File: config.mk
export PLATFORM = sky130hd
export DESIGN_NAME = spi_bram_bridge_flat
export DESIGN_NICKNAME = d
export VERILOG_FILES = /design/src/rtl/spi_bram_bridge_pkg.sv /design/src/rtl/spi_bram_bridge_if.sv /design/src/rtl/spi_bram_bridge_byte_word_packer.sv /design/src/rtl/spi_bram_bridge.sv /design/src/flat_wrapper.sv
export SDC_FILE = /design/constraint.sdc
export NUM_CORES = 1
export LEC_CHECK = 0
export CAP_MARGIN = 10
export CORE_MARGIN = 2
export CORE_UTILIZATION = 30
export CTS_CLUSTER_SIZE = 10
export DETAILED_ROUTE_END_ITERATION = 6
export PLACE_DENSITY = 0.45
export SLEW_MARGIN = 0
export SYNTH_ARGS = -nofsm -noshare
export SYNTH_HDL_FRONTEND = slang
export SYNTH_HIERARCHICAL = 1
export SYNTH_SLANG_ARGS = --single-unit
File: constraint.sdc
create_clock -name clk -period 7.25 [get_ports clk]
set_input_delay 0.725 -clock clk [delete_from_list [all_inputs] [get_ports clk]]
set_output_delay 0.725 -clock clk [all_outputs]
set_load 0.02 [all_outputs]
File: src/rtl/spi_bram_bridge_pkg.sv
// Shared definitions for the SPI-to-BRAM command bridge: opcodes, FSM state
// encoding and the bytes-per-word derivation.
package spi_bram_pkg;

  localparam logic [7:0] OP_WRITE = 8'h01;
  localparam logic [7:0] OP_READ  = 8'h02;
  localparam logic [7:0] OP_SET   = 8'h03;

  typedef enum logic [2:0] {
    ST_IDLE    = 3'd0,
    ST_ADDR_HI = 3'd1,
    ST_ADDR_LO = 3'd2,
    ST_LEN_HI  = 3'd3,
    ST_LEN_LO  = 3'd4,
    ST_WRITE   = 3'd5,
    ST_READ    = 3'd6
  } state_t;

  function automatic int calc_bpw(input int data_w);
    return data_w / 8;
  endfunction

endpackage

File: src/rtl/spi_bram_bridge_if.sv
// SPI byte stream and BRAM port bundle; master is the bridge side, slave is
// the SPI slave / BRAM side.
interface spi_bram_bridge_if #(
  parameter int DATA_W = 8,
  parameter int ADDR_W = 15
);
  logic              spi_cycle_done;
  logic [7:0]        spi_byte_in;
  logic [7:0]        spi_byte_out;
  logic [ADDR_W-1:0] bram_addr;
  logic              bram_we;
  logic [DATA_W-1:0] bram_data_in;
  logic [DATA_W-1:0] bram_data_out;

  modport master (
    input  spi_cycle_done, spi_byte_in, bram_data_out,
    output spi_byte_out, bram_addr, bram_we, bram_data_in
  );

  modport slave (
    output spi_cycle_done, spi_byte_in, bram_data_out,
    input  spi_byte_out, bram_addr, bram_we, bram_data_in
  );
endinterface

File: src/rtl/spi_bram_bridge_byte_word_packer.sv
// Shared shift register that assembles BRAM words from SPI bytes (WRITE) and
// serialises fetched words back into bytes, MSB first (READ).
module byte_word_packer
  import spi_bram_pkg::*;
#(
  parameter int DATA_W = 8
) (
  input  logic              clk,
  input  logic              rst,
  input  logic              clr,
  input  logic              shift_in,
  input  logic [7:0]        byte_in,
  input  logic              advance,
  input  logic              load,
  input  logic [DATA_W-1:0] word_in,
  output logic [DATA_W-1:0] word_next,
  output logic [7:0]        byte_next,
  output logic              last
);

  localparam int BPW   = calc_bpw(DATA_W);
  localparam int IDX_W = 2;

  logic [DATA_W-1:0] word_q;
  logic [DATA_W-1:0] word_d;
  logic [IDX_W-1:0]  idx_q;
  logic [IDX_W-1:0]  idx_d;

  assign last      = (idx_q == IDX_W'(BPW - 1));
  assign word_next = word_d;
  assign byte_next = word_d[DATA_W-1 -: 8];

  // Next word/index: a load replaces any same-cycle advance of the stale word
  always_comb begin
    word_d = word_q;
    idx_d  = idx_q;
    if (clr) begin
      word_d = '0;
      idx_d  = '0;
    end else if (load) begin
      word_d = word_in;
      idx_d  = '0;
    end else if (shift_in || advance) begin
      word_d = shift_in ? DATA_W'({word_q, byte_in}) : (word_q << 8);
      idx_d  = last ? '0 : idx_q + 2'd1;
    end else begin
      word_d = word_q;
      idx_d  = idx_q;
    end
  end

  // Word and byte-index state
  always_ff @(posedge clk or posedge rst) begin
    if (rst) begin
      word_q <= '0;
      idx_q  <= '0;
    end else begin
      word_q <= word_d;
      idx_q  <= idx_d;
    end
  end

endmodule

File: src/rtl/spi_bram_bridge.sv
// Command-driven bridge between a byte-wide SPI slave and a synchronous BRAM:
// framed WRITE/READ/SET with word packing, address auto-increment and wrap.
module spi_bram_bridge
  import spi_bram_pkg::*;
#(
  parameter int DATA_W = 8,
  parameter int ADDR_W = 15,
  parameter int DEPTH  = 32768
) (
  input  logic                 clk,
  input  logic                 rst,
  spi_bram_bridge_if.master    bus,
  output logic [2:0]           state,
  output logic                 xfer_done,
  output logic                 addr_err
);

  localparam logic [ADDR_W-1:0] LAST_ADDR = ADDR_W'(DEPTH - 1);
  localparam logic [16:0]       DEPTH_V   = 17'(DEPTH);

  state_t            st_r;
  logic [7:0]        op_r;
  logic [7:0]        addr_hi_r;
  logic [7:0]        len_hi_r;
  logic [ADDR_W-1:0] addr_r;
  logic [15:0]       count_r;
  logic              issue_r;
  logic              cap_r;
  logic              we_r;
  logic [DATA_W-1:0] wdata_r;
  logic [7:0]        byte_out_r;
  logic              xfer_r;
  logic              err_r;

  logic [ADDR_W-1:0] next_addr;
  logic [15:0]       addr_full;
  logic [15:0]       len_full;
  logic              pk_clr;
  logic              pk_shift;
  logic              pk_adv;
  logic              pk_load;
  logic [DATA_W-1:0] pk_word;
  logic [7:0]        pk_byte;
  logic              pk_last;

  assign next_addr = (addr_r == LAST_ADDR) ? '0 : addr_r + ADDR_W'(1);
  assign addr_full = {addr_hi_r, bus.spi_byte_in};
  assign len_full  = {len_hi_r, bus.spi_byte_in};

  assign pk_clr   = (st_r == ST_LEN_LO) && bus.spi_cycle_done;
  assign pk_shift = (st_r == ST_WRITE)  && bus.spi_cycle_done;
  assign pk_adv   = (st_r == ST_READ)   && bus.spi_cycle_done;
  assign pk_load  = (st_r == ST_READ)   && cap_r;

  byte_word_packer #(.DATA_W(DATA_W)) u_packer (
    .clk       (clk),
    .rst       (rst),
    .clr       (pk_clr),
    .shift_in  (pk_shift),
    .byte_in   (bus.spi_byte_in),
    .advance   (pk_adv),
    .load      (pk_load),
    .word_in   (bus.bram_data_out),
    .word_next (pk_word),
    .byte_next (pk_byte),
    .last      (pk_last)
  );

  // Command FSM, BRAM strobes and SPI output byte
  always_ff @(posedge clk or posedge rst) begin
    if (rst) begin
      st_r       <= ST_IDLE;
      op_r       <= 8'h00;
      addr_hi_r  <= 8'h00;
      len_hi_r   <= 8'h00;
      addr_r     <= '0;
      count_r    <= 16'h0000;
      issue_r    <= 1'b0;
      cap_r      <= 1'b0;
      we_r       <= 1'b0;
      wdata_r    <= '0;
      byte_out_r <= 8'h00;
      xfer_r     <= 1'b0;
      err_r      <= 1'b0;
    end else begin
      xfer_r  <= 1'b0;
      we_r    <= 1'b0;
      issue_r <= 1'b0;
      cap_r   <= issue_r;

      // The cycle after a write strobe retires the word; the final word leaves WRITE here
      if (we_r) begin
        addr_r  <= next_addr;
        count_r <= count_r - 16'd1;
        if (count_r == 16'd1) begin
          st_r <= ST_IDLE;
        end else begin
          st_r <= st_r;
        end
      end else begin
        addr_r <= addr_r;
      end

      if (pk_load) begin
        byte_out_r <= pk_byte;
      end else begin
        byte_out_r <= byte_out_r;
      end

      case (st_r)
        ST_IDLE: begin
          if (bus.spi_cycle_done) begin
            case (bus.spi_byte_in)
              OP_WRITE, OP_READ, OP_SET: begin
                op_r <= bus.spi_byte_in;
                st_r <= ST_ADDR_HI;
              end
              default: st_r <= ST_IDLE;
            endcase
          end else begin
            st_r <= ST_IDLE;
          end
        end
        ST_ADDR_HI: begin
          if (bus.spi_cycle_done) begin
            addr_hi_r <= bus.spi_byte_in;
            st_r      <= ST_ADDR_LO;
          end else begin
            st_r <= ST_ADDR_HI;
          end
        end
        ST_ADDR_LO: begin
          if (bus.spi_cycle_done) begin
            if ({1'b0, addr_full} >= DEPTH_V) begin
              addr_r <= '0;
              err_r  <= 1'b1;
            end else begin
              addr_r <= addr_full[ADDR_W-1:0];
              if (op_r == OP_SET) begin
                err_r <= 1'b0;
              end else begin
                err_r <= err_r;
              end
            end
            st_r <= ST_LEN_HI;
          end else begin
            st_r <= ST_ADDR_LO;
          end
        end
        ST_LEN_HI: begin
          if (bus.spi_cycle_done) begin
            len_hi_r <= bus.spi_byte_in;
            st_r     <= ST_LEN_LO;
          end else begin
            st_r <= ST_LEN_HI;
          end
        end
        ST_LEN_LO: begin
          if (bus.spi_cycle_done) begin
            count_r <= len_full;
            if (op_r == OP_SET || len_full == 16'd0) begin
              st_r   <= ST_IDLE;
              xfer_r <= 1'b1;
            end else if (op_r == OP_WRITE) begin
              st_r <= ST_WRITE;
            end else begin
              st_r    <= ST_READ;
              issue_r <= 1'b1;
            end
          end else begin
            st_r <= ST_LEN_LO;
          end
        end
        ST_WRITE: begin
          if (bus.spi_cycle_done && pk_last) begin
            we_r    <= 1'b1;
            wdata_r <= pk_word;
            xfer_r  <= (count_r == 16'd1);
          end else begin
            wdata_r <= wdata_r;
          end
        end
        ST_READ: begin
          if (bus.spi_cycle_done) begin
            if (!pk_last) begin
              byte_out_r <= pk_byte;
            end else if (count_r == 16'd1) begin
              st_r       <= ST_IDLE;
              xfer_r     <= 1'b1;
              byte_out_r <= 8'h00;
            end else begin
              addr_r  <= next_addr;
              count_r <= count_r - 16'd1;
              issue_r <= 1'b1;
            end
          end else begin
            st_r <= ST_READ;
          end
        end
        default: st_r <= ST_IDLE;
      endcase
    end
  end

  assign state            = st_r;
  assign xfer_done        = xfer_r;
  assign addr_err         = err_r;
  assign bus.spi_byte_out = byte_out_r;
  assign bus.bram_addr    = addr_r;
  assign bus.bram_we      = we_r;
  assign bus.bram_data_in = wdata_r;

endmodule

File: src/flat_wrapper.sv
// flat-port wrapper written by rule: the top's interface ports become plain ports
module spi_bram_bridge_flat import spi_bram_pkg::*;
#(
  parameter int DATA_W = 8,
  parameter int ADDR_W = 15,
  parameter int DEPTH  = 32768
)
  (clk, rst, state, xfer_done, addr_err, bus_spi_cycle_done, bus_spi_byte_in, bus_bram_data_out, bus_spi_byte_out, bus_bram_addr, bus_bram_we, bus_bram_data_in);
  spi_bram_bridge_if #(.DATA_W(DATA_W), .ADDR_W(ADDR_W)) bus_i ();
  input  logic clk;
  input  logic rst;
  output logic [2:0] state;
  output logic xfer_done;
  output logic addr_err;
  input wire logic [$bits(bus_i.spi_cycle_done)-1:0] bus_spi_cycle_done;
  input wire logic [$bits(bus_i.spi_byte_in)-1:0] bus_spi_byte_in;
  input wire logic [$bits(bus_i.bram_data_out)-1:0] bus_bram_data_out;
  output wire logic [$bits(bus_i.spi_byte_out)-1:0] bus_spi_byte_out;
  output wire logic [$bits(bus_i.bram_addr)-1:0] bus_bram_addr;
  output wire logic [$bits(bus_i.bram_we)-1:0] bus_bram_we;
  output wire logic [$bits(bus_i.bram_data_in)-1:0] bus_bram_data_in;
  assign bus_i.spi_cycle_done = bus_spi_cycle_done;
  assign bus_i.spi_byte_in = bus_spi_byte_in;
  assign bus_i.bram_data_out = bus_bram_data_out;
  assign bus_spi_byte_out = bus_i.spi_byte_out;
  assign bus_bram_addr = bus_i.bram_addr;
  assign bus_bram_we = bus_i.bram_we;
  assign bus_bram_data_in = bus_i.bram_data_in;
  spi_bram_bridge #(.DATA_W(DATA_W), .ADDR_W(ADDR_W), .DEPTH(DEPTH)) u_core (.clk(clk), .rst(rst), .bus(bus_i), .state(state), .xfer_done(xfer_done), .addr_err(addr_err));
endmodule
* Word-level counts from Yosys, hierarchy flattened
Index checks and enable logic that the tools add are counted.
Storage, ports and cells: flip-flop bits (word level) 89, input bits 19
Cells by class: add/sub/neg operators 3, $lt $le $gt $ge 1, eq/ne operators 13, muxes and demuxes 59, reduce and logical (&&, ||, !) cells 18
Operator list (number):
- 15-bit 2-to-1 mux | 7
- 16-bit 2-to-1 mux | 5
- 8-bit 2-to-1 mux | 9
- 16-bit case mux with 2 select lines | 1
- 15-bit case mux with 2 select lines | 1
- 8-bit by 2-bit == test with 1-bit output (second input constant) | 3
- 3-bit 2-to-1 mux | 8
- 3-bit case mux with 7 select lines | 1
- 1-bit 2-to-1 mux | 19
- 16-bit by 1-bit == test with 1-bit output (second input constant) | 1
- 8-bit by 1-bit == test with 1-bit output (second input constant) | 2
- 16-bit >= comparator (second input constant) | 1
- 16-bit zero test | 1
- 16-bit by 1-bit subtractor with 16-bit output (second input constant) | 1
- 15-bit by 1-bit adder with 15-bit output (second input constant) | 1
- 15-bit == test (second input constant) | 1
- 2-bit 2-to-1 mux | 6
- 3-bit == test (second input constant) | 3
- 3-bit by 2-bit == test with 1-bit output (second input constant) | 2
- 2-bit AND reduction | 3
- 3-bit AND reduction | 2
- 1-bit logical AND | 5
- 3-bit by 1-bit == test with 1-bit output (second input constant) | 1
- 3-bit zero test | 1
- 8 further kinds | 9

* Depth between registers and ports, before layout
depth after elaboration 11, gate-level depth with buffers 10, gate-level depth less buffers 8

* Modules after synthesis
The synthesis kept the hierarchy.
Modules (own cells, without submodules):
- spi_bram_bridge | times used 1, cells each 455, area an instance 4381.7 µm²
- byte_word_packer | times used 1, cells each 67, area an instance 680.7 µm²

* Worst setup path after synthesis
Ideal clock, no wire load.
path type input-to-reg, start in bus_spi_cycle_done, end reg u_core.wdata_r[7], in the netlist u_core/bus.bram_data_in[7], setup time 125 ps, data arrival time 2712 ps, path slack 4413 ps, cell stages on the path 9, buffers on the path 3, cell sequence inv_1 > nor3_1 > nand2_1 > clkinv_1 > buf_1 > buf_1 > a221oi_1 > buf_4 > mux2_2
RTL lines:
- from (decl) | line flat_wrapper.sv:15 | input wire logic [$bits(bus_i.spi_cycle_done)-1:0] bus_spi_cycle_done;
- 1-bit logical AND | line spi_bram_bridge.sv:50 | assign pk_clr = (st_r == ST_LEN_LO) && bus.spi_cycle_done;
- net u_core.pk_clr | line spi_bram_bridge.sv:38 | logic pk_clr;
- 8-bit 2-to-1 mux | line spi_bram_bridge_byte_word_packer.sv:37 | if (clr) begin
- net u_core.pk_byte[7] | line spi_bram_bridge.sv:43 | logic [7:0] pk_byte;
- to (signal assigned) | line spi_bram_bridge.sv:177 | wdata_r <= pk_word;
- to (signal assigned) | line spi_bram_bridge.sv:180 | wdata_r <= wdata_r;
- to (decl) | line spi_bram_bridge.sv:30 | logic [DATA_W-1:0] wdata_r;
The timed path passes the listed nets, and every way through them passes these cells. A chain may end at the register's enable or synchronous reset.

* Worst setup path in the final report
start in bus_spi_cycle_done, end reg u_core.wdata_r[7], in the netlist u_core/bus.bram_data_in[7]
On the way: word-level cells in the longest chain between the ends 5
Ends and longest elaborated chain:
- 1-bit logical AND (on tied branches) | line spi_bram_bridge.sv:51, spi_bram_bridge.sv:52
- 8-bit 2-to-1 mux / 1-bit logical OR (equally long branches) | line spi_bram_bridge_byte_word_packer.sv:44, spi_bram_bridge_byte_word_packer.sv:43
- 8-bit 2-to-1 mux | line spi_bram_bridge_byte_word_packer.sv:43 | end else if (shift_in || advance) begin
- 8-bit 2-to-1 mux | line spi_bram_bridge_byte_word_packer.sv:40 | end else if (load) begin
- 8-bit 2-to-1 mux (*) | line spi_bram_bridge_byte_word_packer.sv:37
- net u_core.pk_byte[7] | line spi_bram_bridge.sv:43
The timed path passes the listed nets; every way through them passes the cells marked *.

==> flow_summary_export.csv <==
group,metric,value,unit
run_status,status,"complete, no violations",
route,drt_wl_total,15.8,mm
sta,setup_viol,0,
power,p_switching,898,uW
sta,rsz0062_at_grt,"false",
die,die_area,17900,um2
grt,grt_pass1_vias,4384,
power,p_clk_frac,0.230,
die,rows,47,
sta,skew,0.00769,ns
route,vias,4361,
synth,yosysUniqueCellTypes,69,
sta,clock.fmax,0.289,GHz
synth,syn_area_per_cell,9.70,um2
die,design.core.area,16500,um2
critical_path,path_max_fanout,24,
synth,yosysSeqAreaShare,0.440,
grt,grtUsageMet3,0.0340,
placement,numPortBuffers,55,
synth,ys_ff_latch,89,
layout,nFillCells,1650,
power,peakVddDrop,0.154,mV
power,power.share.combinational,0.379,
layout,syn2layout_area_growth,19.6,%
run,maxCapViolCount,0,
sta,fin_crit_sh,0.477,
grt,grt_max_degree,80,
layout,diodes,0,
route,drt_iter0_drc,350,
synth,netlist_instances,522,
grt,grt_pass1_wl,25.4,mm
sta,finalSetupTns,0,ns
layout,final_core_util,0.366,
critical_path,rr_worst_depth,7,
clocking,cts.clk_slew.worst_paths,0.06,ns
clocking,clockRootBuffer,"clkbuf_16",
hold_path,whs_path_depth,0,
grt,grt_antenna_before_repair,0,
placement,place_congestion,0.856,
synth,async_flop_share,1.00,
grt,grt_use_met1,0.244,
sta,max_slew.worst_pin.slew,1.07,ns
layout,nNetsFinal,583,
sta,final-hold-violation-count,0,
sta,finalCriticalPeriod,3.46,ns
synth,synth_nets,546,
placement,dp_hpwl,10.8,mm
hold_path,hp-class,"reg -> reg",
clocking,clock-sinks,89,
power,power_density,378,nW/um2
route,ant_nets,0,
clocking,clock_latency,0.36,ns
synth,syn-cell-area,5060,um2
sta,slew_viol_final,0,
die,die_y,134,um
critical_path,worstSetupPathType,"in -> reg",
clocking,cts_max_path_buffers,2,
die,fp.dieW,134,um
critical_path,end_kind,"register",
synth,yosys_warnings,6,
power,p_seq_frac,0.391,
route,wl_per_cell,20.2,um
layout,drive_gt1_frac,0.129,
clocking,ctsHoldBuffers,0,
clocking,post_cts_resized,0,
die,start_util,0.306,
grt,grt_use_total,0.185,
clocking,htree_levels,3,
route,vias_per_cell,5.56,
critical_path,critPathRequiredTime,7.49,ns
route,dr.pass1.iters,5,
grt,globalRoute.busiestLayer,"met2",
critical_path,cp-start-kind,"primary input",
power,switching_share,0.392,
sta,slew_headroom,0.290,
power,p_leak,0.00240,uW
power,p_int,1390,uW
grt,grt_use_met2,0.296,
grt,grt_overflow,0,
clocking,numCtsBuffers,9,
power,power.total,2290,uW
clocking,cts_tree,"done",
synth,ys.flop_type,"dfrtp_1",
clocking,cts_setup_buffers,0,
critical_path,arrival,3.70,ns
route,drc,0,
die,io_pins,56,
synth,synth_edf_count,0,
worst max-delay path, cell delays in order:
cell and delay (ns):
clkdlybuf4s50_1 0.74, inv_1 0.24, nor3_1 0.46, nand2_1 0.38
clkinv_1 0.31, buf_4 0.37, a221oi_1 0.14, mux2_2 0.33
worst paths after layout:
path                                    startpoint                          to  slack, ns
worst max-delay path            bus_spi_cycle_done  u_core/bus.bram_data_in[7]       3.79
worst min-delay path                u_core/issue_r                u_core/cap_r       0.36
worst max register to register     u_core/state[1]  u_core/bus.bram_data_in[7]       3.95
worst min register to register      u_core/issue_r                u_core/cap_r       0.36
max in group asynchronous                      rst     u_core/bus.bram_addr[2]       5.51
min in group asynchronous                      rst   u_core/u_packer/word_q[4]       0.73
final cells by class:
cell class	instances	area, um2	share of cell area
Clock buffer	10	239	0.0395
Clock inverter	6	90.1	0.0149
Inverter	22	83.8	0.0138
Multi-Input combinational cell	378	2560	0.423
Sequential cell	89	2230	0.368
Tap cell	220	275	0.0455
Timing Repair Buffer	59	581	0.0959
state kept, by name, summed over array words and instances (netlist names):
name                     flops
u_core/addr_err              1
u_core/addr_hi_r             8
u_core/bus.bram_addr        15
u_core/bus.bram_data_in      8
u_core/bus.bram_we           1
u_core/bus.spi_byte_out      8
u_core/cap_r                 1
u_core/count_r              16
u_core/issue_r               1
u_core/len_hi_r              8
u_core/op_r                  8
u_core/state                 3
u_core/u_packer/idx_q        2
u_core/u_packer/word_q       8
u_core/xfer_done             1
layer usage:
layer  wire, um  vias up  share of wire
met4        348        0          0.022
met3        981       29          0.062
li1           -     2000              -
met2       7290      144           0.46
met5          0        -              0
met1       7210     2188           0.46
Yosys cell counts, types with 6 or more instances:
cell type / number / area (um2)
nor3_1: 13 / 65.1
nand2_1: 50 / 188
o21ai_0: 34 / 170
o221ai_1: 6 / 52.6
nand3_1: 23 / 115
a22o_1: 8 / 70.1
a221oi_2: 7 / 105
xor2_1: 11 / 96.3
nor4_1: 14 / 87.6
a21oi_1: 28 / 140
nor2_1: 34 / 128
buf_4: 9 / 67.6
and3_1: 6 / 37.5
dfrtp_1: 89 / 2230
o211ai_1: 7 / 52.6
or3b_1: 10 / 87.6
buf_2: 9 / 45.0
mux2_2: 25 / 282
and2_1: 9 / 56.3
inv_1: 21 / 78.8
nand4_1: 6 / 37.5
clkbuf_1: 10 / 37.5
cell usage in the layout, fill, tap and decap left out, types with 6 or more instances in the layout:
master           instances
xor2_1                  11
dfrtp_1                 89
nand4_1                  6
o221ai_1                 6
o211ai_1                 7
and3_1                   6
a22o_1                   8
nand2_1                 50
a21oi_1                 28
nand3_1                 23
nor3_1                  13
inv_1                   20
nor2_1                  34
o21ai_0                 34
nor4_1                  14
a221oi_2                 7
and2_1                   9
mux2_2                  25
clkdlybuf4s50_1         55
or3b_1                  10
clkbuf_16                9
cell families (layout without fill, tap and decap cells):
logic type      after synthesis  in the layout  synth area share
flops                        89             89             0.440
compound gates              135            135             0.193
fa+ha+maj                     5              5            0.0124
simple gates                198            198             0.219
mux                          26             26            0.0576
buf+inv                      55             97            0.0544
xor+xnor                     14             14            0.0242
power by group through the flow:
| stage | clock (uW) | sequential [uW] | combinational, uW |
|---|---|---|---|
| after floorplan | 0 | 907 | 541 |
| after CTS | 539 | 895 | 873 |
| after global routing | 564 | 927 | 946 |
| after detailed placement | 0 | 902 | 869 |
| after global placement | 0 | 904 | 860 |
| final | 526 | 895 | 868 |
stage by stage:
stage	hold slack, ns	cell area, um2	std cells	setup slack (ns)
after global placement	0.339	5730	768	3.63
after global routing	0.369	6060	784	3.54
after detailed placement	0.343	5730	768	3.48
after floorplan	0.331	5060	522	4.41
after CTS	0.358	6060	784	3.83
final	0.355	6060	784	3.79
Power figures use the tool's default switching activity.
